**src/rtl/ddr5_phy_crc_pkg.sv**
```systemverilog
// Shared CRC-8 constants, burst FSM state type and the byte-wide CRC step
// used by the DDR5 read-CRC checker.
package ddr5_phy_crc_pkg;

   localparam logic [7:0] CRC8_POLY = 8'h07;
   localparam logic [7:0] CRC8_INIT = 8'h00;

   typedef enum logic [1:0] {IDLE, DATA, CHECK} state_t;

   // Bit 7 of the byte enters the LFSR first (earlier beat, MSB-first message).
   function automatic logic [7:0] crc8_byte(input logic [7:0] crc, input logic [7:0] data);
      logic [7:0] c;
      c = crc;
      for (int i = 7; i >= 0; i--) begin
         if (c[7] ^ data[i]) c = {c[6:0], 1'b0} ^ CRC8_POLY;
         else                c = {c[6:0], 1'b0};
      end
      return c;
   endfunction

endpackage

```
**src/rtl/ddr5_phy_crc8_nib.sv**
```systemverilog
// One DQ-nibble CRC-8 accumulator; flags a mismatch combinationally in the
// CHECK clock so the top can register the result and load the alert timer.
module ddr5_phy_crc8_nib (
   input  logic       clk,
   input  logic       rst_n,
   input  logic       start,
   input  logic       absorb,
   input  logic       check,
   input  logic [7:0] data,
   output logic       mismatch
);
   import ddr5_phy_crc_pkg::*;

   logic [7:0] acc;

   // The first data clock seeds from the init value so no clear is needed between bursts.
   always_ff @(posedge clk) begin
      if (!rst_n)      acc <= CRC8_INIT;
      else if (start)  acc <= crc8_byte(CRC8_INIT, data);
      else if (absorb) acc <= crc8_byte(acc, data);
   end

   assign mismatch = check && (acc != data);

endmodule

```
**src/rtl/ddr5_phy_crc_check_mc.sv**
```systemverilog
// DDR5 PHY read-CRC checker: burst FSM, per-nibble CRC compare, alert pulse timer.
// Error statistics (counter, sticky flags, clear) are built only with DDR5_PHY_CRC_ERR_STAT_EN.
module ddr5_phy_crc_check_mc #(
   parameter int pDRAM_SIZE  = 4,
   parameter int pNUM_DEV    = 1,
   parameter int pBURST_CLKS = 8,
   parameter int pALERT_PW   = 4,
   parameter int pERR_CNT_W  = 16
) (
   input  logic                                clk_i,
   input  logic                                rst_n_i,
   input  logic                                crc_en_i,
   input  logic                                pre_rddata_valid_i,
   input  logic [2*pDRAM_SIZE*pNUM_DEV-1:0]    dfi_rddata_i,
   input  logic                                err_clr_i,
   output logic                                dfi_alert_n_o,
   output logic [pNUM_DEV*pDRAM_SIZE/4-1:0]    crc_err_nib_o,
   output logic [pERR_CNT_W-1:0]               crc_err_cnt_o,
   output logic [pNUM_DEV*pDRAM_SIZE/4-1:0]    crc_err_sticky_o,
   output logic                                proto_err_o
);
   import ddr5_phy_crc_pkg::*;

   localparam int NIB   = pNUM_DEV*pDRAM_SIZE/4;
   localparam int CNT_W = $clog2(pBURST_CLKS+1);
   localparam int AW    = $clog2(pALERT_PW+1);

   state_t           state, state_nxt;
   logic [CNT_W-1:0] beat_cnt;
   logic [AW-1:0]    alert_cnt;
   logic [NIB-1:0]   mis;
   logic             start;
   logic             any_mis;

   assign start   = (state == IDLE) && pre_rddata_valid_i && crc_en_i;
   assign any_mis = |mis;

   always_ff @(posedge clk_i) begin
      if (!rst_n_i) state <= IDLE;
      else          state <= state_nxt;
   end

   // CHECK always returns to IDLE; a valid in the following clock starts the next burst from there.
   always_comb begin
      state_nxt = state;
      unique case (state)
         IDLE:    if (start) state_nxt = DATA;
         DATA:    if (beat_cnt == CNT_W'(pBURST_CLKS-1)) state_nxt = CHECK;
         CHECK:   state_nxt = IDLE;
         default: state_nxt = IDLE;
      endcase
   end

   always_ff @(posedge clk_i) begin
      if (!rst_n_i)            beat_cnt <= '0;
      else if (start)          beat_cnt <= CNT_W'(1);
      else if (state == DATA)  beat_cnt <= beat_cnt + CNT_W'(1);
      else                     beat_cnt <= '0;
   end

   for (genvar n = 0; n < NIB; n++) begin : g_nib
      ddr5_phy_crc8_nib u_nib (
         .clk      (clk_i),
         .rst_n    (rst_n_i),
         .start    (start),
         .absorb   (state == DATA),
         .check    (state == CHECK),
         .data     (dfi_rddata_i[8*n +: 8]),
         .mismatch (mis[n])
      );
   end

   // A new mismatch reloads the timer so overlapping failures extend the pulse seamlessly.
   always_ff @(posedge clk_i) begin
      if (!rst_n_i) begin
         alert_cnt     <= '0;
         crc_err_nib_o <= '0;
         proto_err_o   <= 1'b0;
      end else begin
         crc_err_nib_o <= mis;
         proto_err_o   <= (state == DATA) && pre_rddata_valid_i;
         if (any_mis)               alert_cnt <= AW'(pALERT_PW);
         else if (alert_cnt != '0)  alert_cnt <= alert_cnt - AW'(1);
      end
   end

   assign dfi_alert_n_o = (alert_cnt == '0);

`ifdef DDR5_PHY_CRC_ERR_STAT_EN
   always_ff @(posedge clk_i) begin
      if (!rst_n_i || err_clr_i) begin
         crc_err_cnt_o    <= '0;
         crc_err_sticky_o <= '0;
      end else begin
         crc_err_sticky_o <= crc_err_sticky_o | mis;
         if (any_mis && (crc_err_cnt_o != '1))
            crc_err_cnt_o <= crc_err_cnt_o + pERR_CNT_W'(1);
      end
   end
`else
   logic unused_clr;
   assign unused_clr       = err_clr_i;
   assign crc_err_cnt_o    = '0;
   assign crc_err_sticky_o = '0;
`endif

endmodule

```
**config.mk**
```make
export PLATFORM = sky130hd
export DESIGN_NAME = ddr5_phy_crc_check_mc
export DESIGN_NICKNAME = d
export VERILOG_FILES = /design/src/rtl/ddr5_phy_crc_pkg.sv /design/src/rtl/ddr5_phy_crc8_nib.sv /design/src/rtl/ddr5_phy_crc_check_mc.sv
export SDC_FILE = /design/constraint.sdc
export NUM_CORES = 1
export LEC_CHECK = 0
export CELL_PAD_IN_SITES_DETAIL_PLACEMENT = 1
export CELL_PAD_IN_SITES_GLOBAL_PLACEMENT = 1
export CORE_UTILIZATION = 38
export CTS_CLUSTER_DIAMETER = 50
export CTS_CLUSTER_SIZE = 28
export DETAILED_ROUTE_END_ITERATION = 10
export GPL_TIMING_DRIVEN = 1
export PLACE_DENSITY_LB_ADDON = 0.3
export SLEW_MARGIN = 20
export SYNTH_ARGS = -nofsm -noshare
export SYNTH_HDL_FRONTEND = slang
export SYNTH_HIERARCHICAL = 1
export SYNTH_SLANG_ARGS = --single-unit
```
**constraint.sdc**
```tcl
create_clock -name clk_i -period 2.1 [get_ports clk_i]
set_clock_uncertainty 0.1 [all_clocks]
set_input_delay 0.21 -clock clk_i [delete_from_list [all_inputs] [get_ports clk_i]]
set_output_delay 0.21 -clock clk_i [all_outputs]
set_load 0.02 [all_outputs]
```
==> flow_metrics.tcl <==
set metrics [dict create \
    wirelength_mm 3.257 \
    post_cts_buffers 0 \
    core-area_um2 3716 \
    synth_seq_cells 19 \
    grt_max_degree 18 \
    fin_nets 198 \
    rrSetupSlack_ps 320 \
    synthFlopType "dfxtp_1" \
    io-pin-count 33 \
    fillers 434 \
    crit_required_ps 2190 \
    postSynth.asyncResetShare_pct 0 \
    synth_cells 152 \
    fin_crit_sh_pct 87.80 \
    wl_per_cell_um 14.48 \
    gp_congestion 0.7687 \
    dieArea_um2 4186 \
    min_period_ps 1844 \
    cts_max_level 1 \
    wirelength_met1_mm 1.413 \
    cts_root_buf "clkbuf_8" \
    cp_max_fo 5 \
    critPathLaunchType "input port" \
    area_growth_pct 17.25 \
    powerDensity_nw_per_um2 772.0 \
    clk_path_buf_depth 2 \
    final_antenna_net_count 0 \
    top_layer "met4" \
    die_y_um 64.70 \
    grt_pass1_vias 1186 \
    grtUsageTotal_pct 17.21 \
    setup_viol 0 \
    vias_per_cell 4.884 \
    met3_length_um 64 \
    cts_sinks 19 \
    routed-wl-met2_mm 1.749 \
    hpwl_mm 2.599 \
    maxCapViolCount 0 \
    cp-end-kind "flop" \
    worst_skew_pair.late_latency_ps 260 \
    cts_buffers 3 \
    drt_pass1_iterations 4 \
    cts_tree "done" \
    drc_errors 0 \
    hold_buffers 0 \
    hold_class "flop to flop" \
    ir_drop_mv 0.2463 \
    die_w_um 64.70 \
    fin_util_pct 47.14 \
    synth_seq_area_share_pct 25.46 \
    row_count 22 \
    synth_edf_count 0 \
    max_freq_mhz 542.4 \
    grt_pass1_wl_mm 5.471 \
    cp.arrival_ps 1930 \
    ys_warn_count 6 \
    fin_hold_ws_ps 385.5 \
    path_class "input port to flop" \
    outcome "completed" \
    syn_area_um2 1494 \
    final_hold_viol_count 0 \
    drt_iter0_drc 41 \
    final_cell_mix "xnor2_1 (19), dfxtp_1 (19), conb_1 (17)" \
    layout-drive-gt1-share_pct 11.30 \
    io_buffers 14 \
    initial_core_util_pct 40.20 \
    syn_area_per_cell_um2 9.829 \
    grt-ovfl-total 0 \
    grt_antenna_before_repair 0 \
    rsz0062_at_grt "false" \
    clkTransAtPathRegs_ps 80 \
    num_vias 1099 \
    slew_viol_final 0 \
    p_leak_uw 0.0007629 \
    yosysUniqueCellTypes 42 \
    n_antenna_cell 0 \
]
logic make-up (layout without fill, tap and decap cells):
family / count (synthesis) / count (layout) / share of synthesized area [%]
muxes: 4 / 4 / 2.764
and+or+nand+nor: 39 / 39 / 16.33
other: 1 / 17 / 0.2510
AOI/OAI and AO/OA: 19 / 19 / 9.883
buffers and inverters: 30 / 39 / 11.98
adders and majority gates: 7 / 7 / 5.862
xor gates and xnor gates: 33 / 33 / 27.47
DFF: 19 / 19 / 25.46
worst max-delay path: stages:
cell	delay, ps
clkdlybuf4s50_1	540
xor3_4	570
nor4b_1	340
a21oi_1	70
a41oi_1	200
flip-flops by register name (all words and copies together), names as in the netlist:
| register | cells |
|---|---|
| alert_cnt | 3 |
| state | 2 |
| g_nib.u_nib/acc | 8 |
| beat_cnt | 4 |
| proto_err_o | 1 |
| crc_err_nib_o | 1 |
what timing repair did:
action,CTS,global route
setup endpoints to repair,0,1
endpoints found under the hold margin,0,0
gates resized for setup,0,1
synthesized netlist by cell type, types with 2 or more instances:
cell	number	area, um^2
a211oi_1	7	52.55
and3_1	2	12.51
buf_4	17	127.6
clkbuf_1	3	11.26
dfxtp_1	19	380.4
ha_1	7	87.58
inv_1	8	30.03
mux2i_1	3	30.03
nand2_1	3	11.26
nand2b_1	3	18.77
nand3_1	7	35.03
nand3b_1	2	15.01
nor2_1	5	18.77
nor2b_1	7	43.79
nor3b_1	3	22.52
o21a_1	2	15.01
o21ai_0	2	10.01
xnor2_1	19	166.4
xnor3_1	5	112.6
xor2_1	6	52.55
metrics by stage:
step	instance area [um^2]	setup TNS [ps]	setup WS (ps)	std cells	power [uW]
floorplan	1554	0	417.3	168	935.5
global placement	1703	0	50.94	221	1054
detailed placement	1703	-2.470	-2.470	221	1097
CTS	1749	0	25.46	225	1372
global route	1752	0	143.5	225	1447
finish	1752	0	256.2	225	1352
where the power goes:
part           switching [uW]  total (uW)  internal, uW
Sequential               44.1         452           408
Combinational             295         631           335
Clock                     137         269           132
Total                     477        1350           876
layout make-up:
class | count | area (um^2) | share of cell area (%)
Clock buffer | 3 | 41.29 | 2.357
Clock inverter | 1 | 5.005 | 0.2857
Inverter | 8 | 30.03 | 1.714
Multi-Input combinational cell | 119 | 994.7 | 56.79
Sequential cell | 19 | 380.4 | 21.71
Tap cell | 48 | 60.06 | 3.429
Timing Repair Buffer | 27 | 240.2 | 13.71
worst paths after layout:
kind / startpoint / to / depth (start not counted)
min: alert_cnt[1] / alert_cnt[1] / 2
min reg2reg: alert_cnt[1] / alert_cnt[1] / 2
max: dfi_rddata_i[4] / g_nib[0].u_nib/acc[4] / 5
max reg2reg: g_nib[0].u_nib/acc[3] / g_nib[0].u_nib/acc[3] / 5
routing by layer:
metal / vias up / GRT usage, %
met5: - / 0
met4: 0 / 5.556
met3: 4 / 2.993
met2: 15 / 32.29
met1: 539 / 19.28
li1: 541 / -
No activity file was read; power rests on OpenSTA's default activity.
